File: src/rtl/uart_tx_fifo_pkg.sv
// rtl/uart_tx_fifo_pkg.sv - shared UART frame constants and transmitter state encodings
package uart_tx_fifo_pkg;

    // Frame shape: 8 data bits, LSB first, one stop bit (8N1).
    localparam int DATA_BITS = 8;
    localparam int STOP_BITS = 1;

    // Defaults for the serial bit period and the transmit buffer size.
    localparam int DEFAULT_DIV   = 234;
    localparam int DEFAULT_DEPTH = 16;

    // Transmitter FSM encodings, kept as plain constants so the receive side
    // can reuse the same numbering.
    localparam logic [1:0] ST_IDLE  = 2'd0;
    localparam logic [1:0] ST_START = 2'd1;
    localparam logic [1:0] ST_DATA  = 2'd2;
    localparam logic [1:0] ST_STOP  = 2'd3;

    // One payload byte as carried through the FIFO and the shift register.
    typedef logic [DATA_BITS-1:0] byte_t;

endpackage

File: src/rtl/uart_tx_fifo_sync_fifo.sv
// rtl/uart_tx_fifo_sync_fifo.sv - single-clock first-word-fall-through FIFO
module sync_fifo #(
    parameter int WIDTH = 8,
    parameter int DEPTH = 16
) (
    input  logic                     clk,
    input  logic                     rst,
    input  logic                     wr_en,
    input  logic [WIDTH-1:0]         wr_data,
    input  logic                     rd_en,
    output logic [WIDTH-1:0]         rd_data,
    output logic                     full,
    output logic                     empty,
    output logic [$clog2(DEPTH):0]   count
);

    localparam int AW = $clog2(DEPTH);

    logic [WIDTH-1:0] mem [DEPTH];
    logic [AW-1:0]    wr_ptr;
    logic [AW-1:0]    rd_ptr;
    logic [AW:0]      cnt;
    logic             do_wr;
    logic             do_rd;

    // A write into a full FIFO or a read from an empty one is simply dropped,
    // so the occupancy counter can never wrap.
    assign do_wr = wr_en && !full;
    assign do_rd = rd_en && !empty;

    assign full    = (cnt == (AW+1)'(DEPTH));
    assign empty   = (cnt == '0);
    assign count   = cnt;
    // Head entry is presented combinationally: valid whenever !empty.
    assign rd_data = mem[rd_ptr];

    // Storage array; no reset needed since the pointers define what is live.
    always_ff @(posedge clk) begin
        if (!rst && do_wr) begin
            mem[wr_ptr] <= wr_data;
        end
    end

    // Pointers wrap naturally modulo DEPTH (a power of two).
    always_ff @(posedge clk) begin
        if (rst) begin
            wr_ptr <= '0;
            rd_ptr <= '0;
        end else begin
            if (do_wr) begin
                wr_ptr <= wr_ptr + AW'(1);
            end
            if (do_rd) begin
                rd_ptr <= rd_ptr + AW'(1);
            end
        end
    end

    // Occupancy: a simultaneous write and read leaves it unchanged.
    always_ff @(posedge clk) begin
        if (rst) begin
            cnt <= '0;
        end else begin
            case ({do_wr, do_rd})
                2'b10:   cnt <= cnt + (AW+1)'(1);
                2'b01:   cnt <= cnt - (AW+1)'(1);
                default: cnt <= cnt;
            endcase
        end
    end

endmodule

File: src/rtl/uart_tx_fifo.sv
// rtl/uart_tx_fifo.sv - 8N1 UART transmitter fed from a byte FIFO
module uart_tx_fifo
    import uart_tx_fifo_pkg::*;
#(
    parameter int DIV   = DEFAULT_DIV,
    parameter int DEPTH = DEFAULT_DEPTH
) (
    input  logic                     clk,
    input  logic                     rst,
    input  logic [7:0]               tx_data,
    input  logic                     tx_valid,
    output logic                     tx_ready,
    output logic                     tx,
    output logic                     busy,
    output logic [$clog2(DEPTH):0]   fifo_count
);

    localparam int              CW       = $clog2(DIV);
    localparam logic [CW-1:0]   CNT_LAST = CW'(DIV - 1);
    localparam logic [2:0]      IDX_LAST = 3'(DATA_BITS - 1);

    logic [1:0]     state;
    logic [1:0]     state_n;
    logic [CW-1:0]  bit_cnt;
    logic [CW-1:0]  cnt_n;
    logic [2:0]     bit_idx;
    logic [2:0]     idx_n;
    byte_t          shift_reg;
    byte_t          shift_n;
    logic           tx_n;
    logic           busy_n;

    logic           fifo_full;
    logic           fifo_empty;
    byte_t          fifo_rd;
    logic           push;
    logic           pop;
    logic           bit_done;

    // Producer may push whenever there is room; a pop in the same cycle does
    // not open a slot early.
    assign tx_ready = !fifo_full;
    assign push     = tx_valid && tx_ready;
    // Bytes leave the FIFO only when the line is idle.
    assign pop      = (state == ST_IDLE) && !fifo_empty;
    assign bit_done = (bit_cnt == CNT_LAST);

    sync_fifo #(
        .WIDTH (DATA_BITS),
        .DEPTH (DEPTH)
    ) u_fifo (
        .clk     (clk),
        .rst     (rst),
        .wr_en   (push),
        .wr_data (tx_data),
        .rd_en   (pop),
        .rd_data (fifo_rd),
        .full    (fifo_full),
        .empty   (fifo_empty),
        .count   (fifo_count)
    );

    // Next-state logic: the line level for the coming bit period is decided
    // here so that tx itself comes straight from a flop.
    always_comb begin
        state_n = state;
        cnt_n   = bit_cnt;
        idx_n   = bit_idx;
        shift_n = shift_reg;
        tx_n    = tx;
        case (state)
            ST_IDLE: begin
                tx_n  = 1'b1;
                cnt_n = '0;
                if (pop) begin
                    state_n = ST_START;
                    shift_n = fifo_rd;
                    idx_n   = '0;
                    tx_n    = 1'b0;
                end
            end
            ST_START: begin
                if (bit_done) begin
                    state_n = ST_DATA;
                    cnt_n   = '0;
                    idx_n   = '0;
                    tx_n    = shift_reg[0];
                end else begin
                    cnt_n = bit_cnt + CW'(1);
                end
            end
            ST_DATA: begin
                if (bit_done) begin
                    cnt_n = '0;
                    if (bit_idx == IDX_LAST) begin
                        state_n = ST_STOP;
                        tx_n    = 1'b1;
                    end else begin
                        idx_n = bit_idx + 3'd1;
                        tx_n  = shift_reg[idx_n];
                    end
                end else begin
                    cnt_n = bit_cnt + CW'(1);
                end
            end
            default: begin
                tx_n = 1'b1;
                if (bit_done) begin
                    state_n = ST_IDLE;
                    cnt_n   = '0;
                end else begin
                    cnt_n = bit_cnt + CW'(1);
                end
            end
        endcase
        // Busy covers an active frame plus anything still waiting in the FIFO,
        // so it stays high across the one idle cycle between queued frames.
        busy_n = (state_n != ST_IDLE) || !fifo_empty;
    end

    // State, counters and registered outputs; reset aborts any frame in flight.
    always_ff @(posedge clk) begin
        if (rst) begin
            state     <= ST_IDLE;
            bit_cnt   <= '0;
            bit_idx   <= '0;
            shift_reg <= '0;
            tx        <= 1'b1;
            busy      <= 1'b0;
        end else begin
            state     <= state_n;
            bit_cnt   <= cnt_n;
            bit_idx   <= idx_n;
            shift_reg <= shift_n;
            tx        <= tx_n;
            busy      <= busy_n;
        end
    end

endmodule

File: config.mk
export PLATFORM = sky130hd
export DESIGN_NAME = uart_tx_fifo
export DESIGN_NICKNAME = d
export VERILOG_FILES = /design/src/rtl/uart_tx_fifo_pkg.sv /design/src/rtl/uart_tx_fifo_sync_fifo.sv /design/src/rtl/uart_tx_fifo.sv
export SDC_FILE = /design/constraint.sdc
export NUM_CORES = 1
export LEC_CHECK = 0
export ABC_AREA = 1
export BUFFER_PORTS_ARGS = -buffer_cell sky130_fd_sc_hd__buf_2
export CAP_MARGIN = 20
export CORE_MARGIN = 10
export CORE_UTILIZATION = 30
export DETAILED_ROUTE_END_ITERATION = 6
export GPL_TIMING_DRIVEN = 0
export PLACE_DENSITY = 0.54
export SLEW_MARGIN = 20
export SYNTH_ARGS = -nofsm -noshare
export SYNTH_HDL_FRONTEND = slang
export SYNTH_SLANG_ARGS = --single-unit
File: constraint.sdc
create_clock -name clk -period 2.3 [get_ports clk]
set_input_delay 0.46 -clock clk [delete_from_list [all_inputs] [get_ports clk]]
set_output_delay 0.46 -clock clk [all_outputs]
set_load 0.02 [all_outputs]
# Word level (Yosys, flattened, before mapping)

Memory sizes are Yosys's and may differ from the RTL's. A register that Yosys moved wholly into a read port is not among the register bits.
Cells that the tools add are included.

Register bits: 28
RAM bits: 128
Bits of input ports: 11
Output and inout bits: 8
Logic and storage cells: 66
Memories kept: 1

Memories:

| memory     | depth | bits a word | read ports | clocked after Yosys merged registers in | write ports | line                         | text |
|---|---|---|---|---|---|---|---|
| u_fifo.mem | 16    | 8           | 1          | 1                                       | 1           | uart_tx_fifo_sync_fifo.sv:19 | `logic [WIDTH-1:0] mem [DEPTH];` |

Add/sub/neg operators: 6
$lt $le $gt $ge: 1
Equality and inequality tests: 11
Multiplexer cells: 21
Reduce and logical (&&, ||, !) cells: 18

Operators by type and width:

| cell                                                                 | count |
|---|---|
| 3-bit two-way mux                                                    | 4 |
| 2-bit two-way mux                                                    | 5 |
| 5-bit case mux with 2 select lines                                   | 1 |
| 3-bit case mux with 3 select lines                                   | 1 |
| 4-bit by 1-bit adder with 4-bit output, second input constant        | 2 |
| 8-bit by 1-bit adder with 8-bit output, second input constant        | 1 |
| 8-bit == test, second input constant                                 | 1 |
| 1-bit two-way mux                                                    | 7 |
| 2-bit inequality test, second input constant                         | 3 |
| 2-bit case mux with 3 select lines                                   | 1 |
| 5-bit by 1-bit adder with 5-bit output, second input constant        | 1 |
| 5-bit == test, second input constant                                 | 1 |
| 1-bit logical AND                                                    | 5 |
| 5-bit zero test                                                      | 1 |
| 5-bit AND reduction                                                  | 1 |
| 5-bit by 1-bit subtractor with 5-bit output, second input constant   | 1 |
| 2-bit by 1-bit == test with 1-bit output, second input constant      | 2 |
| 2-bit == test, second input constant                                 | 2 |
| 3-bit by 4-bit < comparator with 1-bit output, second input constant | 1 |
| 2-bit AND reduction                                                  | 2 |
| 2-bit nonzero test                                                   | 2 |
| 3-bit by 1-bit adder with 3-bit output, second input constant        | 1 |
| 1-bit binary-select mux with 3-bit select                            | 1 |
| 3-bit == test, second input constant                                 | 1 |
| 7 further kinds                                                      | 9 |

# Logic depth before layout (Yosys ltp)

Gate-level depths: netlist of run 1.

Depth after elaboration: 7
Mapped depth: 16
Gate-level depth less buffers: 15

# Hierarchy

Synthesis of run 1 repeated with hierarchy kept, for this count alone.

Cells, all modules: 830
Area total of the unflattened synthesis: 7712.4 um^2

Modules (own cells, without submodules):

| module       | times used | cells each | area an instance (um^2) | seq. area each (um^2) |
|---|---|---|---|---|
| sync_fifo    | 1          | 664        | 6523.8                  | 4184.0 |
| uart_tx_fifo | 1          | 166        | 1188.6                  | 460.4 |

# Worst setup path before layout of run 1

No wires, ideal clock.

Path type: register to register
From: reg u_fifo.cnt[0], in the netlist u_fifo.count[0]
To: reg u_fifo.cnt[2], in the netlist u_fifo.count[2]
Data arrival time: 2135 ps
Data required time: 2185 ps
Slack: 50 ps
Cell stages (with the launch flop): 14
Clock period less this slack: 2250 ps
Cells stage by stage: dfxtp_1 -> nor2_1 -> nand3_2 -> nand2_4 -> inv_6 -> buf_2 -> ha_1 -> xor2_1 -> ha_1 -> inv_1 -> nand2_2 -> xor2_1 -> o21ai_0 -> inv_1

Word-level cells in the longest chain between the ends: 6

RTL lines:

| what                                                                      | line                                                       | text |
|---|---|---|
| from (decl)                                                               | uart_tx_fifo_sync_fifo.sv:22                               | `logic [AW:0] cnt;` |
| from (signal assigned)                                                    | uart_tx_fifo_sync_fifo.sv:65                               | `2'b10: cnt <= cnt + (AW+1)'(1);` |
| from (signal assigned)                                                    | uart_tx_fifo_sync_fifo.sv:66                               | `2'b01: cnt <= cnt - (AW+1)'(1);` |
| from (signal assigned)                                                    | uart_tx_fifo_sync_fifo.sv:67                               | `default: cnt <= cnt;` |
| 5-bit == test or 5-bit zero test (tied branches)                          | uart_tx_fifo_sync_fifo.sv:31, uart_tx_fifo_sync_fifo.sv:32 |  |
| 1-bit zero test, on equally long branches                                 | --                                                         |  |
| 1-bit logical AND, on equally long branches                               | uart_tx_fifo.sv:43, uart_tx_fifo.sv:45                     |  |
| 1-bit logical AND, on equally long branches                               | uart_tx_fifo_sync_fifo.sv:28, uart_tx_fifo_sync_fifo.sv:29 |  |
| 2-bit by 1-bit == test with 1-bit output or 2-bit == test (tied branches) | uart_tx_fifo_sync_fifo.sv:64                               | `case ({do_wr, do_rd})` |
| 5-bit case mux with 2 select lines or 2-bit nonzero test (tied branches)  | --                                                         |  |

Parallel ways exist; a longest one is shown, timed or not.
A chain may end at the register's enable or synchronous reset.

# Worst setup path after layout of run 1

From: reg u_fifo.cnt[1], in the netlist u_fifo.count[1]
To: mem u_fifo.mem[9][1] (enable)

Word-level cells in the longest chain between the ends: 7

RTL lines:

| what                                      | line                                             | text |
|---|---|---|
| 5-bit == test *                           | uart_tx_fifo_sync_fifo.sv:31                     | `assign full = (cnt == (AW+1)'(DEPTH));` |
| 1-bit zero test *                         | uart_tx_fifo_sync_fifo.sv:28, uart_tx_fifo.sv:42 |  |
| 1-bit logical AND                         | uart_tx_fifo.sv:43                               | `assign push = tx_valid && tx_ready;` |
| 1-bit logical AND *                       | uart_tx_fifo_sync_fifo.sv:28                     | `assign do_wr = wr_en && !full;` |
| 1-bit logical AND *                       | uart_tx_fifo_sync_fifo.sv:39                     | `if (!rst && do_wr) begin` |
| 1-bit two-way mux *                       | uart_tx_fifo_sync_fifo.sv:39                     |  |
| 1-bit two-way mux (implied by the code) * | uart_tx_fifo_sync_fifo.sv:40                     | `mem[wr_ptr] <= wr_data;` |
| to (decl)                                 | uart_tx_fifo_sync_fifo.sv:19                     |  |

Mark *: on every way between the ends. The rest lies on a longest branch, timed or not.

==> impl_metrics.tcl, run 1 <==
set metrics [dict create \
    synth_largest_area_cell "edfxtp_1" \
    final_nets 673 \
    timing.critical_path.cells "nor2_2 -> nand3_2 -> nand2_4 -> inv_4 -> nand2_1 -> nor2_1" \
    dp_worst_setup_slack_ns -0.209 \
    synth_cell_types 36 \
    status "finished clean" \
    critPathCaptureType "register" \
    route.detailed.wl_per_inst_microns 18.3 \
    critical_path_depth 6 \
    layout.cells.most_common "edfxtp_1" \
    dieArea_sq_um 29400 \
    critical_path.endpoint "u_fifo.mem[9][1]" \
    cts.hold.buffers_added 0 \
    remaining_drc_errors 0 \
    critical_path_class "register to register" \
    maxSlewViolCount 0 \
    lkg_pwr_nw 2.74 \
    placement.cell_area_sq_um 7320 \
    final_cell_area_sq_um 7890 \
    place_hpwl_mm 11.4 \
    r2r_setup_slack_ns 0.20 \
    setup.worst_path.start "u_fifo.count[1]" \
    drt.antenna.violating_nets 0 \
    finalWorstPathRequiredPeriod_ns 2.10 \
    synth.top_cell.area_share 0.559 \
    post_synth_instance_area_sq_um 6880 \
    drv_cap 0 \
    path_clk_slew_ns 0.06 \
    hp-start "tx_valid" \
    die_y_microns 171 \
    hp-class "input pin to register" \
    area_delta_synth_final_pct 14.7 \
    multi_input_gate_area_sq_um 2010 \
    clock_tree_from_tritoncts "yes" \
    min_period_over_period 0.914 \
    clk_latency_ns 0.43 \
    avgViaCountPerCell 4.93 \
    htree_levels 4 \
    ir_drop_mv 0.451 \
    synthesis.instances 614 \
    synthTopCellsByArea "edfxtp_1, dfxtp_1, nor2_1" \
    finalClockSkew_ns 0.0130 \
    max_slew.worst_pin.slew_ns 0.919 \
    grt_first_pass_wirelength_mm 26.9 \
    detail_route.wirelength_mm 17.3 \
    vias 4674 \
    sequential_cell_area_sq_um 4570 \
    root_buffer "clkbuf_16" \
    critical_path_arrival_ns 2.15 \
    critical_path.slowest_cell "nor2_1" \
    layout-drive-gt1-share 0.114 \
    synthesis.area_per_instance_sq_um 11.2 \
    buffer_ports.inserted 17 \
    mostFrequentLayoutCells "edfxtp_1, nor2_1, o21ai_0, inv_1, nand2_1" \
    fp.coreArea_sq_um 22600 \
    final_hold_viol_count 0 \
    io_pins 19 \
    r2r_end "u_fifo.mem[9][1]" \
    gp_congestion 0.804 \
    antenna_cells 0 \
    largest_register_ff_count 128 \
    tritoncts.num_buffers 17 \
    floorplan.die.width_microns 171 \
    synthesis.yosys.warnings 0 \
    std_cell_rows 55 \
    synth_fp_nets 636 \
    cp_max_fo 8 \
    grt_antenna_before_repair 0 \
    finalSetupViolations 0 \
    maximum_number_of_pins_on_one_net_before_global_route_repair 18 \
    grtUsageTotal 0.123 \
    clock.fmax_mhz 476 \
    dr.first_iter.drc_count 557 \
    number_of_iterations_in_the_first_detailed_routing_pass 5 \
    n_fill_cell 2306 \
    critPathBufInv 1 \
    slew_headroom 0.385 \
    vias_in_the_first_global_route 4543 \
    initial_core_util 0.305 \
    timing.final.ws_setup_ns 0.199 \
    cpPeakStageDelay_ns 0.75 \
    total_power_divided_by_cell_area_nw_per_um2 1120 \
    synth_seq_cells 164 \
    grt_residual_overflow 0 \
    regToRegStartpoint "u_fifo.count[1]" \
    tritoncts_num_sinks 164 \
    worst-r2r-cell-count 6 \
    category_of_the_worst_setup_path_launch_point "register" \
    unrepaired_setup_endpoints_after_global_routing "no" \
    critPathTopFamily "simple AND/OR/NAND/NOR gates" \
    critical_path_required_ns 2.35 \
    seq_area_frac_synth 0.663 \
    clock_path_buffers 2 \
]
==> report_power, final <==
group	switching, mW	internal, mW
Combinational	1.80	0.842
Sequential	0.150	3.38
Clock	1.24	1.40
==> cell usage after synthesis (all sizes together) <==
library cell    n
buf             9
nand3          39
nand4           5
clkinv          1
o221ai         22
nor3b           3
dfxtp          36
o22ai          10
o211ai         12
edfxtp        128
nand3b          1
a211oi          1
nand2          43
clkbuf         20
o211a           1
inv            45
nor2          118
o21ai          78
xnor2           3
ha             11
a21oi          19
nor3            3
a31oi           1
or2             1
xor2            4
==> kinds of logic after synthesis <==
family,Yosys count,synth area share
xor gates and xnor gates,7,0.00891
AOI/OAI and AO/OA,144,0.124
buffers and inverters,75,0.0475
adders and majority gates,11,0.0200
DFF,164,0.663
and+or+nand+nor,213,0.136
==> tightest hold or removal path, cell delays in order <==
cell and delay [ns]:
buf_2 0.11, nand2_4 0.11, a21oi_1 0.07
==> metal layers <==
metal | part of all wire | up-vias | track usage
met2 | 0.44 | 143 | 0.182
met5 | 0 | - | 0
met3 | 0.071 | 22 | 0.0348
li1 | - | 2280 | -
met4 | 0.014 | 0 | 0.0336
met1 | 0.48 | 2229 | 0.171
==> what timing repair did <==
item | in CTS | in global routing
setup buffers | 0 | 2
cloned | 0 | 0
pin swaps | 0 | 1
gates resized for setup | 3 | 5
setup endpoints to repair | 4 | 2
hold endpoints to repair | 0 | 0
==> per-stage QoR <==
stage	util	std cells	total power [mW]	hold WS, ns	setup TNS (ns)
2_1_floorplan	-	614	5.31	0.444	0
3_3_place_gp	0.324	916	6.16	0.457	-0.387
3_5_place_dp	0.324	916	6.16	0.455	-0.895
4_1_cts	0.348	947	8.78	0.372	0
5_1_grt	0.350	949	9.34	0.401	0
6_report	0.350	949	8.82	0.383	0
==> final cells by class <==
cell class                      count  share of cell area
Sequential cell                   164               0.579
Multi-Input combinational cell    375               0.255
Clock buffer                       20              0.0553
Tap cell                          285              0.0452
Inverter                           46              0.0228
Buffer                             28              0.0179
Timing Repair Buffer               19              0.0127
Clock inverter                     12              0.0122
==> worst min path at each step <==
stage	depth (start not counted)	slack, ns	to
6_report	3	0.38	u_fifo.wr_ptr[1]
4_1_cts	3	0.37	u_fifo.wr_ptr[1]
2_1_floorplan	1	0.44	bit_cnt[0]
3_3_place_gp	2	0.46	bit_cnt[3]
3_5_place_dp	2	0.46	bit_cnt[3]
5_1_grt	3	0.40	u_fifo.wr_ptr[1]
No activity file was read; power rests on OpenSTA's default activity.
==> run 2: changes to the inputs <==
--- a/config.mk
+++ b/config.mk
@@ -8,11 +8,14 @@
 export ABC_AREA = 1
 export BUFFER_PORTS_ARGS = -buffer_cell sky130_fd_sc_hd__buf_2
 export CAP_MARGIN = 20
+export CELL_PAD_IN_SITES_DETAIL_PLACEMENT = 0
+export CELL_PAD_IN_SITES_GLOBAL_PLACEMENT = 2
 export CORE_MARGIN = 10
 export CORE_UTILIZATION = 30
 export DETAILED_ROUTE_END_ITERATION = 6
 export GPL_TIMING_DRIVEN = 0
-export PLACE_DENSITY = 0.54
+export PLACE_DENSITY = 0.7
+export SETUP_SLACK_MARGIN = 0.2
 export SLEW_MARGIN = 20
 export SYNTH_ARGS = -nofsm -noshare
 export SYNTH_HDL_FRONTEND = slang
==> run 2 against run 1 <==
- utilization rose by 0.61 points
- maximum frequency is 4.4% higher
- wire length increased by 6.3%
- critical path depth increased by 7
- first-iteration DRC count is 18% lower
- clock power grew 6%
- register-to-register slack gained 0.09 ns
==> impl_metrics.tcl, run 2 (same netlist as run 1, synthesis figures left out) <==
set metrics [dict create \
    status "finished clean" \
    cp_max_fo 10 \
    layout.cells.most_common "edfxtp_1" \
    antenna_cells 0 \
    clock_tree_from_tritoncts "yes" \
    vias_in_the_first_global_route 4780 \
    maximum_number_of_pins_on_one_net_before_global_route_repair 17 \
    core_occupancy_in_the_finished_layout 0.356 \
    critical_path_required_ns 2.66 \
    final_cell_area_sq_um 8030 \
    category_of_the_worst_setup_path_launch_point "register" \
    root_buffer "clkbuf_16" \
    route.detailed.wl_per_inst_microns 19.4 \
    regToRegStartpoint "u_fifo.count[0]" \
    cts.hold.buffers_added 0 \
    hp-class "input pin to register" \
    critPathBufInv 3 \
    fp.coreArea_sq_um 22600 \
    finalClockSkew_ns 0.00880 \
    die_y_microns 171 \
    setup.worst_path.start "u_fifo.count[0]" \
    hp-start "tx_valid" \
    avgViaCountPerCell 5.01 \
    tritoncts_num_sinks 164 \
    final_hold_viol_count 0 \
    layout.cells.non_filler 951 \
    place_hpwl_mm 12.2 \
    detail_route.wirelength_mm 18.4 \
    critical_path_class "register to register" \
    grtUsageTotal 0.129 \
    cpPeakStageDelay_ns 0.36 \
    clock.fmax_mhz 497 \
    max_slew.worst_pin.slew_ns 0.793 \
    ir_drop_mv 0.490 \
    maxSlewViolCount 0 \
    dr.first_iter.drc_count 456 \
    drt.antenna.violating_nets 0 \
    number_of_iterations_in_the_first_detailed_routing_pass 5 \
    critPathTopFamily "simple AND/OR/NAND/NOR gates" \
    largest_register_ff_count 128 \
    finalWorstPathRequiredPeriod_ns 2.01 \
    grt_antenna_before_repair 0 \
    slew_headroom 0.470 \
    area_delta_synth_final_pct 16.7 \
    clock_path_buffers 2 \
    htree_levels 4 \
    layout-drive-gt1-share 0.156 \
    tritoncts.num_buffers 17 \
    total_power_divided_by_cell_area_nw_per_um2 1130 \
    buffer_ports.inserted 17 \
    grt_first_pass_wirelength_mm 28.0 \
    unrepaired_setup_endpoints_after_global_routing "yes" \
    critical_path.slowest_cell "dfxtp_4" \
    vias 4762 \
    drv_cap 0 \
    floorplan.die.width_microns 171 \
    critical_path_arrival_ns 2.37 \
    std_cell_rows 55 \
    dp_cells 916 \
    min_period_over_period 0.875 \
    clk_latency_ns 0.43 \
    timing.critical_path.cells "nor2_4 -> nand3_4 -> nand2_8 -> inv_6 -> buf_6 -> ha_4 -> xor2_2 -> ha_2 -> o211ai_1 -> nand3_1 -> nand2_1 -> inv_1 -> nor2_1" \
    dieArea_sq_um 29400 \
    final_nets 675 \
    remaining_drc_errors 0 \
    critPathCaptureType "register" \
    gp_congestion 0.811 \
    placement.cell_area_sq_um 7330 \
    path_clk_slew_ns 0.06 \
    io_pins 19 \
    lkg_pwr_nw 2.79 \
    mostFrequentLayoutCells "edfxtp_1, nor2_1, o21ai_0, inv_1, nand2_1" \
    grt_residual_overflow 0 \
    finalSetupViolations 0 \
    initial_core_util 0.305 \
]
==> run 2: path summary, 6_finish.rpt <==
path	cells after the start	slack (ns)	endpoint
setup / recovery	13	0.29	u_fifo.count[4]
hold / removal	3	0.39	u_fifo.wr_ptr[1]
setup reg to reg	13	0.29	u_fifo.count[4]
hold reg to reg	2	0.48	bit_cnt[3]
==> run 2: what timing repair did <==
action                                  CTS  global route
pin swaps                                 3             6
endpoints found under the setup margin   33            81
setup buffers                             1             2
gates resized for setup                  13            25
==> run 2: final cells by class <==
class                      instances  area (sq um)
fill                            2241         14500
multi-input combinational        375          2070
timing repair buffer              20           108
clock buffer                      18           429
tap                              285           357
sequential                       164          4580
clock inverter                    14           141
inverter                          46           184
buffer                            29           160
==> run 2: per-stage QoR <==
stage / setup WS, ns / hold slack (ns) / setup TNS (ns) / power, mW
2_1_floorplan: 0.201 / 0.444 / 0 / 5.33
3_5_place_dp: -0.143 / 0.468 / -8.99 / 6.18
4_1_cts: 0.185 / 0.384 / 0 / 9.10
5_1_grt: 0.0892 / 0.401 / 0 / 9.62
6_report: 0.287 / 0.395 / 0 / 9.09
3_3_place_gp: -0.0875 / 0.454 / -3.36 / 6.16
==> run 2: report_power, final <==
part	internal (mW)	switching [mW]	total (mW)
clock network	1.52	1.27	2.79
registers	3.39	0.151	3.54
logic	0.920	1.85	2.77
==> run 2: worst reg2reg max path, stage by stage (launching register included) <==
cell and delay [ns]:
dfxtp_4 0.36, nor2_4 0.15, nand3_4 0.12, nand2_8 0.11, inv_6 0.05, buf_6 0.14
ha_4 0.18, xor2_2 0.15, ha_2 0.18, o211ai_1 0.22, nand3_1 0.10, nand2_1 0.06
inv_1 0.03, nor2_1 0.09
==> run 2: layer usage <==
metal  wire length (microns)  vias up  track usage
li1                        -     2282            -
met1                    8300     2346        0.163
met2                    9010      109        0.214
met3                     794       25       0.0266
met4                     321        0       0.0416
met5                       0        -            0
